File: src/rtl/memory_access_stage.sv
// memory_access_stage: MEM stage of the RV32I pipeline.
// Drives a split-transaction data-memory port (req/gnt, then rvalid for loads),
// lane-aligns stores, extracts loads, stalls upstream while a transaction is
// outstanding and owns the MEM/WB pipeline register.
module memory_access_stage #(
    parameter int unsigned TIMEOUT = 16
) (
    input  logic        clock,
    input  logic        reset,

    input  logic        RegWriteM,
    input  logic        MemWriteM,
    input  logic [1:0]  ResultSrcM,
    input  logic [2:0]  MemSizeM,
    input  logic [4:0]  RD_M,
    input  logic [31:0] PCPlus4M,
    input  logic [31:0] WriteDataM,
    input  logic [31:0] ALU_ResultM,

    output logic        dmem_req,
    output logic        dmem_we,
    output logic [31:0] dmem_addr,
    output logic [31:0] dmem_wdata,
    output logic [3:0]  dmem_be,
    input  logic        dmem_gnt,
    input  logic        dmem_rvalid,
    input  logic [31:0] dmem_rdata,

    output logic        StallM,

    output logic        RegWriteW,
    output logic [1:0]  ResultSrcW,
    output logic [4:0]  RD_W,
    output logic [31:0] PCPlus4W,
    output logic [31:0] ALU_ResultW,
    output logic [31:0] ReadDataW,
    output logic        ErrW
);

    localparam int unsigned CW = (TIMEOUT > 2) ? $clog2(TIMEOUT) : 1;
    localparam logic [CW-1:0] COUNT_LAST = CW'(TIMEOUT - 1);

    typedef enum logic [1:0] {
        IDLE,
        WAIT_GNT,
        WAIT_RSP
    } state_t;

    state_t        state;
    logic [CW-1:0] count;

    logic       is_load;
    logic       access;
    logic       misaligned;
    logic       aligned_access;
    logic [1:0] byte_off;

    logic [31:0] store_wdata;
    logic [3:0]  store_be;
    logic [7:0]  lane_byte;
    logic [15:0] lane_half;
    logic [31:0] load_data;

    logic req_int;
    logic complete;
    logic err;
    logic capture;

    assign is_load  = (ResultSrcM == 2'b01);
    assign access   = MemWriteM | is_load;
    assign byte_off = ALU_ResultM[1:0];

    // Alignment check: halves need addr[0]=0, words need addr[1:0]=0.
    always_comb begin
        misaligned = 1'b0;
        case (MemSizeM[1:0])
            2'b01:   misaligned = byte_off[0];
            2'b10:   misaligned = |byte_off;
            default: misaligned = 1'b0;
        endcase
    end

    assign aligned_access = access & ~misaligned;

    // Store lane replication and byte enables.
    always_comb begin
        store_wdata = WriteDataM;
        store_be    = 4'b1111;
        case (MemSizeM[1:0])
            2'b00: begin
                store_wdata = {4{WriteDataM[7:0]}};
                store_be    = 4'b0001 << byte_off;
            end
            2'b01: begin
                store_wdata = {2{WriteDataM[15:0]}};
                store_be    = byte_off[1] ? 4'b1100 : 4'b0011;
            end
            default: begin
                store_wdata = WriteDataM;
                store_be    = 4'b1111;
            end
        endcase
    end

    // Load lane selection with sign or zero extension.
    always_comb begin
        lane_byte = dmem_rdata[{byte_off, 3'b000} +: 8];
        lane_half = byte_off[1] ? dmem_rdata[31:16] : dmem_rdata[15:0];
        case (MemSizeM)
            3'b000:  load_data = {{24{lane_byte[7]}}, lane_byte};
            3'b001:  load_data = {{16{lane_half[15]}}, lane_half};
            3'b100:  load_data = {24'h000000, lane_byte};
            3'b101:  load_data = {16'h0000, lane_half};
            default: load_data = dmem_rdata;
        endcase
    end

    assign dmem_we    = MemWriteM;
    assign dmem_addr  = {ALU_ResultM[31:2], 2'b00};
    assign dmem_wdata = store_wdata;
    assign dmem_be    = MemWriteM ? store_be : 4'b0000;

    // Per-state request, completion and error decode for the current cycle.
    always_comb begin
        req_int  = 1'b0;
        complete = 1'b1;
        err      = 1'b0;
        capture  = 1'b0;
        case (state)
            IDLE: begin
                if (access) begin
                    if (misaligned) begin
                        err = 1'b1;
                    end else begin
                        req_int  = 1'b1;
                        complete = MemWriteM & dmem_gnt;
                    end
                end
            end
            WAIT_GNT: begin
                req_int  = 1'b1;
                complete = MemWriteM & dmem_gnt;
            end
            WAIT_RSP: begin
                if (dmem_rvalid) begin
                    capture = 1'b1;
                end else if (count == COUNT_LAST) begin
                    err = 1'b1;
                end else begin
                    complete = 1'b0;
                end
            end
            default: begin
                complete = 1'b1;
            end
        endcase
    end

    // The request is gated by reset so it drops immediately on assertion.
    assign dmem_req = req_int & reset;
    assign StallM   = access & ~complete;

    // Transaction FSM and response-wait counter.
    always_ff @(posedge clock or negedge reset) begin
        if (!reset) begin
            state <= IDLE;
            count <= '0;
        end else begin
            case (state)
                IDLE: begin
                    count <= '0;
                    if (aligned_access && !(MemWriteM && dmem_gnt)) begin
                        state <= dmem_gnt ? WAIT_RSP : WAIT_GNT;
                    end
                end
                WAIT_GNT: begin
                    count <= '0;
                    if (dmem_gnt) begin
                        state <= MemWriteM ? IDLE : WAIT_RSP;
                    end
                end
                WAIT_RSP: begin
                    if (complete) begin
                        state <= IDLE;
                        count <= '0;
                    end else begin
                        count <= count + 1'b1;
                    end
                end
                default: begin
                    state <= IDLE;
                    count <= '0;
                end
            endcase
        end
    end

    // MEM/WB register: load on completion, insert a bubble while stalled.
    always_ff @(posedge clock or negedge reset) begin
        if (!reset) begin
            RegWriteW   <= 1'b0;
            ResultSrcW  <= '0;
            RD_W        <= '0;
            PCPlus4W    <= '0;
            ALU_ResultW <= '0;
            ReadDataW   <= '0;
            ErrW        <= 1'b0;
        end else if (StallM) begin
            RegWriteW <= 1'b0;
            ErrW      <= 1'b0;
        end else begin
            RegWriteW   <= RegWriteM & ~err;
            ResultSrcW  <= ResultSrcM;
            RD_W        <= RD_M;
            PCPlus4W    <= PCPlus4M;
            ALU_ResultW <= ALU_ResultM;
            ReadDataW   <= capture ? load_data : '0;
            ErrW        <= err;
        end
    end

endmodule

File: config.mk
export PLATFORM = sky130hd
export DESIGN_NAME = memory_access_stage
export DESIGN_NICKNAME = d
export VERILOG_FILES = /design/src/rtl/memory_access_stage.sv
export SDC_FILE = /design/constraint.sdc
export NUM_CORES = 1
export LEC_CHECK = 0
export ABC_CLOCK_PERIOD_IN_PS = 9900
export CORE_AREA = 2 2 125 127
export DETAILED_ROUTE_END_ITERATION = 7
export DIE_AREA = 0 0 127 129
export MAX_ROUTING_LAYER = met4
export PLACE_DENSITY = 0.82
export SLEW_MARGIN = 5
export SYNTH_ARGS = -nofsm -noshare
export SYNTH_HDL_FRONTEND = slang
export SYNTH_SLANG_ARGS = --single-unit
File: constraint.sdc
create_clock -name clock -period 9.9 [get_ports clock]
set_input_delay 2.97 -clock clock [delete_from_list [all_inputs] [get_ports clock]]
set_output_delay 2.97 -clock clock [all_outputs]
set_load 0.02 [all_outputs]
==> metrics.md <==
| Metric | Value |
|---|---|
| Fin. Hold Viols | 0 |
| Starting Density | 35.9% |
| DRT iter0 DRCs | 317 |
| Placer Congestion | 0.911 |
| Slew Limit Fails | 0 |
| Post-Route Skew | 13.0 ps |
| Worst flop-to-flop path endpoint | PCPlus4W[6]$_DFFE_PN0N_ |
| Total of max-cap violations | 0 |
| Period Utilization, post-route | 87.5% |
| CP peak stage delay | 750 ps |
| Die height | 129 um |
| Critical setup path kind | input pin to primary output |
| First-pass GRT wire length | 26.8 mm |
| Core ar. | 15000 sq um |
| GR Overflow Total | 0 |
| Slew headroom | 15.6% |
| 1st-pass router iterations | 5 |
| Slack of the critical path | 1240 ps |
| CTS Buf Count | 9 |
| Avg Synthesized Cell Area | 12.2 sq um |
| Actual slew at the worst max-slew pin | 1260 ps |
| Leakage | 3.63 nW |
| DPL Wire Length | 13.6 mm |
| Commonest non-fill, non-tap cell in the layout | clkdlybuf4s50_1 |
| Total number of H-tree levels | 3 |
| CTS sink cnt | 111 |
| Ys flop type | dfrtp_1 |
| Share of post-route cells with drive strength above 1 | 15.6% |
| GRT Total Usage | 21.6% |
| Worst r2r path cells | 6 |
| Post-synth ARST share | 100% |
| Post-CTS Resized | 0 |
| Full die area | 16400 sq um |
| CTS max path bufs | 2 |
| Hold Path Depth | 1 |
| #FFs+latches synth | 111 |
| Endpoint, Worst Hold | count[0]$_DFF_PN0_ |
| Req. time, crit path | 6930 ps |
| Most used cell, CP | clkdlybuf4s50_1 |
| RR Startpoint | count[0]$_DFF_PN0_ |
| Clock Latency Late Sink | 350 ps |
| # rows | 45 |
| WL/cell | 19.5 um |
| RSZ-0062 raised after global routing | false |
| Detail Route Antenna Nets | 0 |
| Final setup TNS | 0 ps |
| Endpoint class of the critical path | primary output |
| Post-synth EDFFs | 0 |
| Achievable Freq | 0.115 GHz |
| Root Buffer Master | clkbuf_16 |
| Startpoint types | input pin |
| Hold Crit Start | count[0]$_DFF_PN0_ |
| Synthesis-to-layout area growth | 61.2% |
| Die X | 127 um |
| Routed vias | 4677 |
| Initial antenna violation count | 1 |
| Final setup violation count | 0 |
| CTS tree | done |
| Register area share after synthesis | 51.6% |
| Total I/O pin count | 320 |
| Post-Syn Instances | 443 |
| Dpl ws | 1250 ps |
| Outcome | completed |
| Vias per cell | 5.19 |
| Post-route DRC | 0 |
| Warnings from Yosys | 0 |
| Number of global-route vias before repair | 4955 |
| Critical path data arrival time | 5690 ps |
| Slowest CP cell | nor2_1 |
| Final Net Count | 856 |
| Port bufs | 317 |
| Most frequent cells in the layout | clkdlybuf4s50_1 (316), dfrtp_1 (111), mux2_2 (84), nand2_1 (37), a221o_1 (16) |
| CTS clock-pin slew for the worst setup and hold paths | 80 ps |
| Setup crit start | MemSizeM[1] |
| Tightest Hold Check Type | register to register |
| Minimum clock period | 8660 ps |
| Synthesized area | 5380 sq um |
| Largest net degree at the start of global routing | 63 |
| Max VDD drop | 127 uV |
| Synth unique cells | 41 |
| Routed Wire Length | 17.6 mm |
| Hold buffer count at CTS | 0 |
| Reg2reg setup slack | 7070 ps |
| Largest fanout on the critical path | 16 |
| Post-CTS setup buffers | 0 |
| Cell Chain, Critical Path | clkdlybuf4s50_1 -> inv_1 -> ha_1 -> nor2_1 -> nand2_1 -> o21ai_0 -> clkdlybuf4s50_1 |
| Power per cell area | 209 nW/um^2 |
==> area by class of cell <==
| cell class | count | area, sq um |
|---|---|---|
| fillers | 1194 | 6300 |
| clock inverters | 4 | 37.5 |
| inverters | 5 | 18.8 |
| flip-flops and latches | 111 | 2780 |
| diodes | 1 | 2.50 |
| well taps | 188 | 235 |
| multi-input cells | 257 | 2130 |
| repair buffers | 324 | 3220 |
| clock buffers | 11 | 253 |
==> flip-flops by register name, indices dropped and copies added (netlist names) <==
register,flops
PCPlus4W,32
ErrW,1
ReadDataW,32
ResultSrcW,2
state,2
count,4
RD_W,5
RegWriteW,1
ALU_ResultW,32
==> synthesized netlist by cell type, drive strengths merged (3+ instances only) <==
cell | number | area share, %
nand3 | 3 | 0.28
nor2 | 8 | 0.56
nor2b | 6 | 0.70
buf | 54 | 7.6
a222oi | 7 | 1.3
inv | 5 | 0.35
nand2 | 37 | 2.6
mux2 | 84 | 18
o21ai | 16 | 1.5
clkbuf | 17 | 1.2
dfrtp | 111 | 52
a21oi | 10 | 0.93
a221o | 16 | 3.0
o2bb2ai | 7 | 1.1
a22oi | 9 | 1.3
ha | 4 | 0.93
a211o | 8 | 1.3
and2 | 6 | 0.70
a22o | 15 | 2.4
==> stage by stage <==
step | util (%) | total power [mW] | instance area, sq um | hold slack, ps | instances
6_report | 57.9 | 1.82 | 8680 | 483 | 901
5_1_grt | 57.9 | 1.90 | 8680 | 494 | 901
4_1_cts | 57.9 | 1.83 | 8670 | 478 | 900
3_5_place_dp | 56.0 | 1.47 | 8380 | 468 | 885
3_3_place_gp | 56.0 | 1.45 | 8380 | 445 | 885
2_1_floorplan | - | 1.07 | 5390 | 433 | 444
==> how the worst max path moves through the flow <==
stage                     slack [ps]  depth (start not counted)        endpoint
after floorplan                 2450                          6      dmem_be[3]
after global placement          1310                          7  dmem_wdata[25]
after detailed placement        1250                          7  dmem_wdata[24]
after CTS                       1240                          7  dmem_wdata[23]
after global routing             920                          7  dmem_wdata[27]
final                           1240                          7  dmem_wdata[23]
==> metal layers <==
metal / up-vias / track usage (%) / wire length [um]
met4: 0 / 8.21 / 543
met2: 263 / 37.0 / 8950
li1: 2098 / - / -
met1: 2281 / 24.5 / 6700
met3: 35 / 5.36 / 1400
met5: - / - / 0
==> cells by family after synthesis <==
family          after synthesis  synth area share (%)
xor+xnor                      2                 0.325
simple gates                 66                  5.55
compound gates               98                  14.5
flops                       111                  51.6
buf+inv                      76                  9.09
mux                          85                  18.0
fa+ha+maj                     4                 0.930
other cells                   1                0.0697
==> power by group <==
group	switching (mW)	internal, mW	total, mW	leakage, nW
clock	0.169	0.187	0.356	0.144
combinational	0.395	0.422	0.817	2.11
sequential	0.0673	0.574	0.642	1.37
==> worst max-delay path, delay by kind of cell <==
kind	cells	cell delay, ps
AO/OA/AOI/OAI	1	100
AND/OR/NAND/NOR	2	860
buffers and inverters	3	1370
adder cells (fa/ha/maj)	1	390
(Power assumes the default switching activity.)
